==> config.mk <==
export PLATFORM = sky130hd
export DESIGN_NAME = if_stage
export DESIGN_NICKNAME = d
export VERILOG_FILES = /design/src/rtl/if_stage.sv
export SDC_FILE = /design/constraint.sdc
export NUM_CORES = 1
export LEC_CHECK = 0
export BUFFER_PORTS_ARGS = -buffer_cell sky130_fd_sc_hd__buf_2
export CAP_MARGIN = 10
export CORE_MARGIN = 8
export CORE_UTILIZATION = 38
export CTS_BUF_LIST = sky130_fd_sc_hd__clkbuf_8 sky130_fd_sc_hd__clkbuf_16
export DETAILED_ROUTE_END_ITERATION = 10
export SLEW_MARGIN = 20
export SYNTH_ARGS = -nofsm -noshare
export SYNTH_HDL_FRONTEND = slang
export SYNTH_SLANG_ARGS = --single-unit
==> constraint.sdc <==
create_clock -name clk -period 2.31 [get_ports clk]
set_input_delay 0.231 -clock clk [delete_from_list [all_inputs] [get_ports clk]]
set_output_delay 0.231 -clock clk [all_outputs]
set_load 0.02 [all_outputs]
==> src/rtl/if_stage.sv <==
// Fetch stage: issues I-RAM reads from fetch_pc, buffers {inst, pc, adef} in a 2-entry FIFO for ID.
// Latency: issue N, rdata N+1, right_valid N+2; backpressure via issue credit (count + inflight - pop < 2).
// Optional macro IF_ADEF_CHECK_EN: misaligned fetch PCs deliver adef=1 with a zeroed instruction.
`timescale 1ns/1ps
module if_stage #(
  parameter logic [31:0] RESET_PC = 32'h1c000000
) (
  input  logic        clk,
  input  logic        reset,
  output logic        inst_ram_en,
  output logic [31:0] inst_ram_addr,
  input  logic [31:0] inst_ram_rdata,
  input  logic        br_taken,
  input  logic [31:0] br_target,
  input  logic        flush,
  input  logic [31:0] flush_pc,
  output logic [31:0] Inst,
  output logic [31:0] PC,
  output logic        excp_adef,
  output logic        right_valid,
  input  logic        right_ready
);

  typedef struct packed {
    logic [31:0] inst;
    logic [31:0] pc;
    logic        adef;
  } entry_t;

  entry_t      ent0, ent1, new_ent;
  logic [1:0]  count;
  logic [31:0] fetch_pc, inflight_pc, target;
  logic        inflight, inflight_discard;
  logic        pop, push, issue, redirect;
  logic [2:0]  occ;

  always_comb begin
    pop      = right_valid & right_ready;
    redirect = flush | br_taken;
    target   = flush ? flush_pc : br_target;
    occ      = {1'b0, count} + {2'b00, inflight};
    // Gating with reset keeps the RAM quiet while reset is held.
    issue    = reset & ~redirect & (occ < (3'd2 + {2'b00, pop}));
    push     = inflight & ~inflight_discard & ~redirect;
    new_ent.pc = inflight_pc;
`ifdef IF_ADEF_CHECK_EN
    new_ent.adef = |inflight_pc[1:0];
    new_ent.inst = new_ent.adef ? 32'h0 : inst_ram_rdata;
`else
    new_ent.adef = 1'b0;
    new_ent.inst = inst_ram_rdata;
`endif
  end

  assign inst_ram_en   = issue;
  assign inst_ram_addr = {fetch_pc[31:2], 2'b00};
  assign right_valid   = (count != 2'd0);
  assign Inst          = ent0.inst;
  assign PC            = ent0.pc;
  assign excp_adef     = ent0.adef;

  always_ff @(posedge clk or negedge reset) begin
    if (!reset) begin
      fetch_pc         <= RESET_PC;
      inflight         <= 1'b0;
      inflight_pc      <= 32'h0;
      inflight_discard <= 1'b0;
      count            <= 2'd0;
      ent0             <= '0;
      ent1             <= '0;
    end else begin
      inflight         <= issue;
      // A redirect poisons anything still outstanding from before it.
      inflight_discard <= redirect;
      if (issue) begin
        inflight_pc <= fetch_pc;
        fetch_pc    <= fetch_pc + 32'd4;
      end else if (redirect) begin
        fetch_pc <= target;
      end

      if (redirect) begin
        count <= 2'd0;
      end else begin
        case ({push, pop})
          2'b10: begin
            if (count == 2'd0) ent0 <= new_ent;
            else               ent1 <= new_ent;
            count <= count + 2'd1;
          end
          2'b01: begin
            ent0  <= ent1;
            count <= count - 2'd1;
          end
          2'b11: begin
            if (count == 2'd1) begin
              ent0 <= new_ent;
            end else begin
              ent0 <= ent1;
              ent1 <= new_ent;
            end
          end
          default: ;
        endcase
      end
    end
  end

  a_no_overflow: assert property (@(posedge clk) disable iff (!reset)
    !(push && !pop && (count == 2'd2)));

endmodule

**Yosys cells after proc, flatten, opt, wreduce, memory -nomap -nowiden**

Cells that the tools add are included.

- Add/subtract/negate cells: 5
- Divide/modulo/power cells: 0
- Bitwise gates (word level): 8
- Multiplexer cells: 11
- Multipliers: 0
- Equal/unequal tests: 7
- $lt $le $gt $ge: 1
- Shifts and indexed selects: 0
- Reduce and logical (&&, ||, !) cells: 8

Operators with widths:

| operator | number |
|---|---|
| $mux W65 | 4 |
| $pmux W65 S3 | 1 |
| $pmux W65 S2 | 1 |
| $mux W32 | 3 |
| $add A32 B3 Y32 const B | 1 |
| $ne A2 B2 Y1 const B | 3 |
| $reduce_bool A2 Y1 | 3 |
| $reduce_bool A3 Y1 | 2 |
| $and A1 B1 Y1 | 5 |
| $eq A2 B1 Y1 const B | 2 |
| $eq A2 B2 Y1 const B | 2 |
| $pmux W2 S2 | 1 |
| $reduce_and A4 Y1 | 1 |
| $add A2 B1 Y3 | 1 |
| $add A2 B1 Y3 const A | 1 |
| $lt A3 B3 Y1 | 1 |
| $reduce_and A3 Y1 | 1 |
| $add A2 B1 Y2 const B | 1 |
| $logic_not A2 Y1 | 1 |
| $mux W2 | 1 |
| $not A1 Y1 | 2 |
| $sub A2 B1 Y2 const B | 1 |
| $or A1 B1 Y1 | 1 |

- Bits in read-only memories: 0
- Bits in registers: 198
- Output and inout port bits: 99
- Word-level logic and storage cells: 51
- Memories kept: 0
- RAM bits: 0
- Latch bits: 0
- Input bits: 101

**Depth between registers and ports, before layout**

- Depth after elaboration: 6
- Depth in mapped cells: 9
- Depth with buffers taken out: 7

**Least setup slack after synthesis**

OpenSTA, ideal clock, no wires.

- Kind: register -> register
- Start: register count[0]
- End: register inflight_pc[30]
- Clock period less this slack: 2.169 ns
- Path slack: 0.141 ns
- Stages on the path, launching flop included: 8
- Library setup time: 0.128 ns
- Data arrival time: 2.042 ns
- Data required time: 2.182 ns
- Buffers on the path: 1
- Path through: dfrtp_1 > inv_1 > ha_1 > or3b_4 > a21o_1 > nor2_2 > buf_2 > mux2_1

- Cells in the longest elaborated chain, start to end: 5
- Elaborated cells on any way between the ends: 6
- Those cells by class: 2 x add/sub; 1 x order compare; 2 x bitwise; 1 x reduce/logical

Ends and longest elaborated chain:

| item | line | source |
|---|---|---|
| start: declaration | 31 | `logic [1:0] count;` |
| start signal: assignment | 89 | `count <= count + 2'd1;` |
| start signal: assignment | 93 | `count <= count - 2'd1;` |
| $reduce_bool A2 Y1 | 57 | `assign right_valid = (count != 2'd0);` |
| $and A1 B1 Y1 | 38 | `pop = right_valid & right_ready;` |
| $add A2 B1 Y3 | 43 | `issue = reset & ~redirect & (occ < (3'd2 + {2'b00, pop}));` |
| $lt A3 B3 Y1 (*) | 43 |  |
| $and A1 B1 Y1 (*) | 43 |  |
| net inst_ram_en | 10 | `output logic inst_ram_en,` |
| end signal: assignment | 76 | `inflight_pc <= fetch_pc;` |
| end: declaration | 32 | `logic [31:0] fetch_pc, inflight_pc, target;` |

The timed path passes the listed nets; every way through them passes the cells marked *.
A chain may end at the register's enable or synchronous reset.

**Final worst setup path**

- Start: register inflight
- End: output inst_ram_en

- Cells in the longest elaborated chain, start to end: 3

Ends and longest elaborated chain:

| item | line | source |
|---|---|---|
| start: declaration | 33 | `logic inflight, inflight_discard;` |
| start signal: assignment | 72 | `inflight <= issue;` |
| $add A2 B1 Y3 | 41 | `occ = {1'b0, count} + {2'b00, inflight};` |
| $lt A3 B3 Y1 | 43 |  |
| $and A1 B1 Y1 | 43 |  |
| end: declaration | 10 |  |

No other way between the ends.

==> results.txt <==
----------------------------------------------------
[Status]
  Run status ... finished, violations left
  Failing checks ... negative hold slack, negative setup slack

[Power]
  Total leakage power ... 5.15 nW
  PD cells ... 890 mW/mm^2
  Worst-case vdd ir drop ... 0.440 mV

[Clock network]
  TritonCTS clock tree ... built
  Clk Tree Root Cell ... sky130_fd_sc_hd__clkbuf_16
  Clock-pin slew of the registers on the worst-case setup and hold paths ... 0.07 ns
  Number of sinks handled by clock tree synthesis ... 196
  Number of levels in the clock H-tree ... 4
  Buffers from clock root to sink, at most ... 2
  Total clock buffers created by CTS ... 17
  Clock latency on the worst-skew pair ... 0.43 ns

[Critical path]
  Worst-path maximum fanout ... 3
  Critical path's largest stage delay ... 0.40 ns
  Combined buffer and inverter count along the critical path ... 2
  Slowest stage cell, crit path ... sky130_fd_sc_hd__or3b_4
  Sort of element at the end of the critical path ... primary output
  Crit start category ... flip-flop
  Signal arrival time at the worst endpoint ... 2.09 ns
  Crit path from ... inflight$_DFF_PN0_
  Startpoint of the lowest-slack register-to-register path ... inflight$_DFF_PN0_
  Cell-by-cell listing of the critical path ... ha_1, or3b_4, a21o_4, nor2_4, buf_12, buf_8
  Required time of the critical path ... 2.08 ns
  Dominant delay contributor by cell family on the critical path ... simple AND/OR/NAND/NOR gates
  Critical path class ... reg -> out

[Timing]
  Number of hold violations in the final report ... 16
  Worst setup skew after layout ... 0.0112 ns
  Aggregate negative setup slack ... -0.00799 ns
  Tmin final ... 2.32 ns
  Max Fclk ... 431 MHz
  Measured slew at the worst slew-check pin ... 0.843 ns
  Slack of the critical path ... -0.00799 ns
  Share of the clock period used by the worst path after layout ... 100%
  Final Max Tran Viols ... 0
  RSZ-0062 raised after global routing ... true
  Remaining max-slew budget at the tightest pin ... 43.8%
  Minimum hold slack ... -0.0695 ns
  Count of endpoints failing setup in the final report ... 1

[Floorplan]
  Height of the die ... 170 um
  Number of top-level pins ... 200
  Site row count ... 56
  Die area ... 0.0290 mm^2
  DIE WIDTH ... 170 um
  Starting density of the core ... 38.7%
  Core area ... 0.0234 mm^2

[Cells and area]
  Final nets ... 1069
  Fraction of final layout cells sized beyond drive strength 1 ... 36.1%
  Number of filler cells placed in the layout ... 2242
  Final antenna diode count ... 0
  Highest-count cells in the layout ignoring fill and taps ... sky130_fd_sc_hd__buf_2 (194), sky130_fd_sc_hd__dfrtp_1 (193), sky130_fd_sc_hd__a21oi_1 (87)
  Commonest non-fill, non-tap cell in the layout ... sky130_fd_sc_hd__buf_2
  Synth-to-Final Area Change ... 23.1%

[Route]
  Routed vias/inst ... 4.92
  Detailed-route wire length ... 22800 um
  Via count ... 6371
  Routed len/inst ... 17.6 um
  Violation count after the first detailed-route iteration ... 442
  Number of detailed-route iterations in the first pass ... 4
  Count of nets left with antenna violations after detail routing ... 0
  Post-route DRC violation count ... 0

[Synth]
  Share of synthesized area occupied by flip-flops and latches ... 54.2%
  Unique cell type count in the Yosys netlist ... 51
  Largest family of logic cells by synthesized area ... multiplexers
  Mean instance size in the synthesized netlist ... 11.6 um^2
  Flip-flop cell with the highest count after synthesis ... sky130_fd_sc_hd__dfrtp_1
  Count of mapped cells out of synthesis ... 780
  Synth Area in XOR/XNOR ... 2.61%
  Post-synthesis mux area share ... 20.0%
  Share of synthesized cell area in and, or, nand and nor gates ... 8.26%
  Cell Area, Synth ... 0.00905 mm^2
  Count of flip-flops with a built-in enable after synthesis ... 0
  Adder and majority cell fraction of the synthesized area ... 0.691%
  Count of yosys warnings during synthesis ... 0
  Post-synthesis register bit count ... 196
  Compound-gate portion of the synthesized area ... 8.61%
  Async S/R FF share, synth ... 100%

[Global route]
  Wire length of the first global-routing pass ... 35900 um
  GRT Total Usage ... 15.8%
  Global route overflow ... 0
  Number of antenna violations at the first check in global routing ... 0
  Largest net degree at the start of global routing ... 132
  Vias in the first global route ... 6397

[Worst hold path]
  Class of the tightest hold or removal check ... in -> async

[Placement]
  Final Wtd Congestion ... 0.809
  Detailed-placement wirelength estimate ... 16300 um
  DP Worst Slack ... -0.0196 ns
  PortBufs ... 196

[Flow run]
  Number of maximum-capacitance violations ... 0

----------------------------------------------------
synthesized netlist by cell type (2+ instances only):
cell,n,area (um^2)
sky130_fd_sc_hd__buf_2,12,60.1
sky130_fd_sc_hd__and3_1,4,25.0
sky130_fd_sc_hd__nand2_1,16,60.1
sky130_fd_sc_hd__nand4_1,15,93.8
sky130_fd_sc_hd__o21ai_1,11,55.1
sky130_fd_sc_hd__inv_1,12,45.0
sky130_fd_sc_hd__dfstp_2,3,78.8
sky130_fd_sc_hd__clkbuf_1,20,75.1
sky130_fd_sc_hd__xor2_1,18,158
sky130_fd_sc_hd__mux2i_1,72,721
sky130_fd_sc_hd__xnor2_1,9,78.8
sky130_fd_sc_hd__nor2b_1,3,18.8
sky130_fd_sc_hd__nor3_1,4,20.0
sky130_fd_sc_hd__dfrtp_1,193,4830
sky130_fd_sc_hd__mux2_2,66,743
sky130_fd_sc_hd__mux2_1,31,349
sky130_fd_sc_hd__a21oi_1,87,435
sky130_fd_sc_hd__nand3_1,13,65.1
sky130_fd_sc_hd__a22oi_1,11,82.6
sky130_fd_sc_hd__nor2_1,79,297
sky130_fd_sc_hd__a211oi_1,3,22.5
sky130_fd_sc_hd__a221oi_1,3,26.3
sky130_fd_sc_hd__nor2_2,2,12.5
sky130_fd_sc_hd__and2_1,3,18.8
sky130_fd_sc_hd__ha_1,5,62.6
sky130_fd_sc_hd__nand2b_1,3,18.8
sky130_fd_sc_hd__o22ai_1,9,56.3
sky130_fd_sc_hd__o21ai_0,5,25.0
sky130_fd_sc_hd__buf_1,5,18.8
sky130_fd_sc_hd__or3_1,3,18.8
sky130_fd_sc_hd__buf_4,40,300
final cells by class:
type	count	area [um^2]	area share [%]
clock inverter	15	178	1.59
clock buffer	17	425	3.82
sequential	196	4910	44.0
tap	319	399	3.58
multi-input combinational	496	3720	33.4
timing repair buffer	239	1460	13.1
inverter	13	48.8	0.438
through the flow:
stage / cells / power, W / cell area (um^2) / utilization [%] / hold slack [ns]
2_1_floorplan: 782 / 0.00600 / 9060 / - / -0.0646
3_3_place_gp: 1252 / 0.00692 / 10400 / 44.3 / 0.445
3_5_place_dp: 1252 / 0.00697 / 10400 / 44.3 / 0.451
4_1_cts: 1295 / 0.0101 / 11100 / 47.5 / 0.00787
5_1_grt: 1295 / 0.0105 / 11100 / 47.6 / 0.0275
6_report: 1295 / 0.00992 / 11100 / 47.6 / -0.0695
what timing repair did:
| action | 4_1_cts | 5_1_grt |
|---|---|---|
| buffers inserted | 6 | 0 |
| endpoints found under the hold margin | 4 | 0 |
| pin swaps | 4 | 2 |
| hold buffers | 4 | 0 |
| setup endpoints to repair | 2 | 23 |
| cloned | 1 | 0 |
| resized for setup | 5 | 8 |
report_power, final:
part           switching (W)  internal, W  total (W)
Clock                0.00133      0.00171    0.00305
Combinational        0.00147     0.000907    0.00238
Sequential          0.000408      0.00408    0.00449
logic make-up (layout without fill, tap and decap cells):
logic type	after synthesis	after routing
buf+inv	90	284
xor+xnor	27	27
other cells	1	3
compound gates	138	138
mux	169	169
flops	196	196
fa+ha+maj	5	5
simple gates	154	154
final timing paths:
kind	to	slack [ns]	cells after the start
worst max-delay path	inst_ram_en	-0.008	6
worst min-delay path	fetch_pc[12]$_DFFE_PN0P_	-0.07	2
worst max register to register	inflight_pc[26]$_DFFE_PN0P_	0.02	7
worst min register to register	ent1[11]$_DFFE_PN0P_	0.51	1
max in group asynchronous	fetch_pc[8]$_DFFE_PN0P_	1.70	2
min in group clk	fetch_pc[3]$_DFFE_PN0P_	0.03	2
layer usage:
metal  global-route usage [%]  wire length (um)  up-vias
li1                         -                 -     3092
met1                     21.7             10800     3100
met2                     24.3             10300      166
met3                     4.38              1450       13
met4                     3.55               220        0
met5                        0                 0        -
registers in the layout (all words and copies together), names as in the netlist:
register,flops
ent1,64
Inst,32
inflight_pc,32
inflight_discard,1
fetch_pc,32
inflight,1
PC,32
count,2
Note: power is estimated with default switching activity, not from simulation.
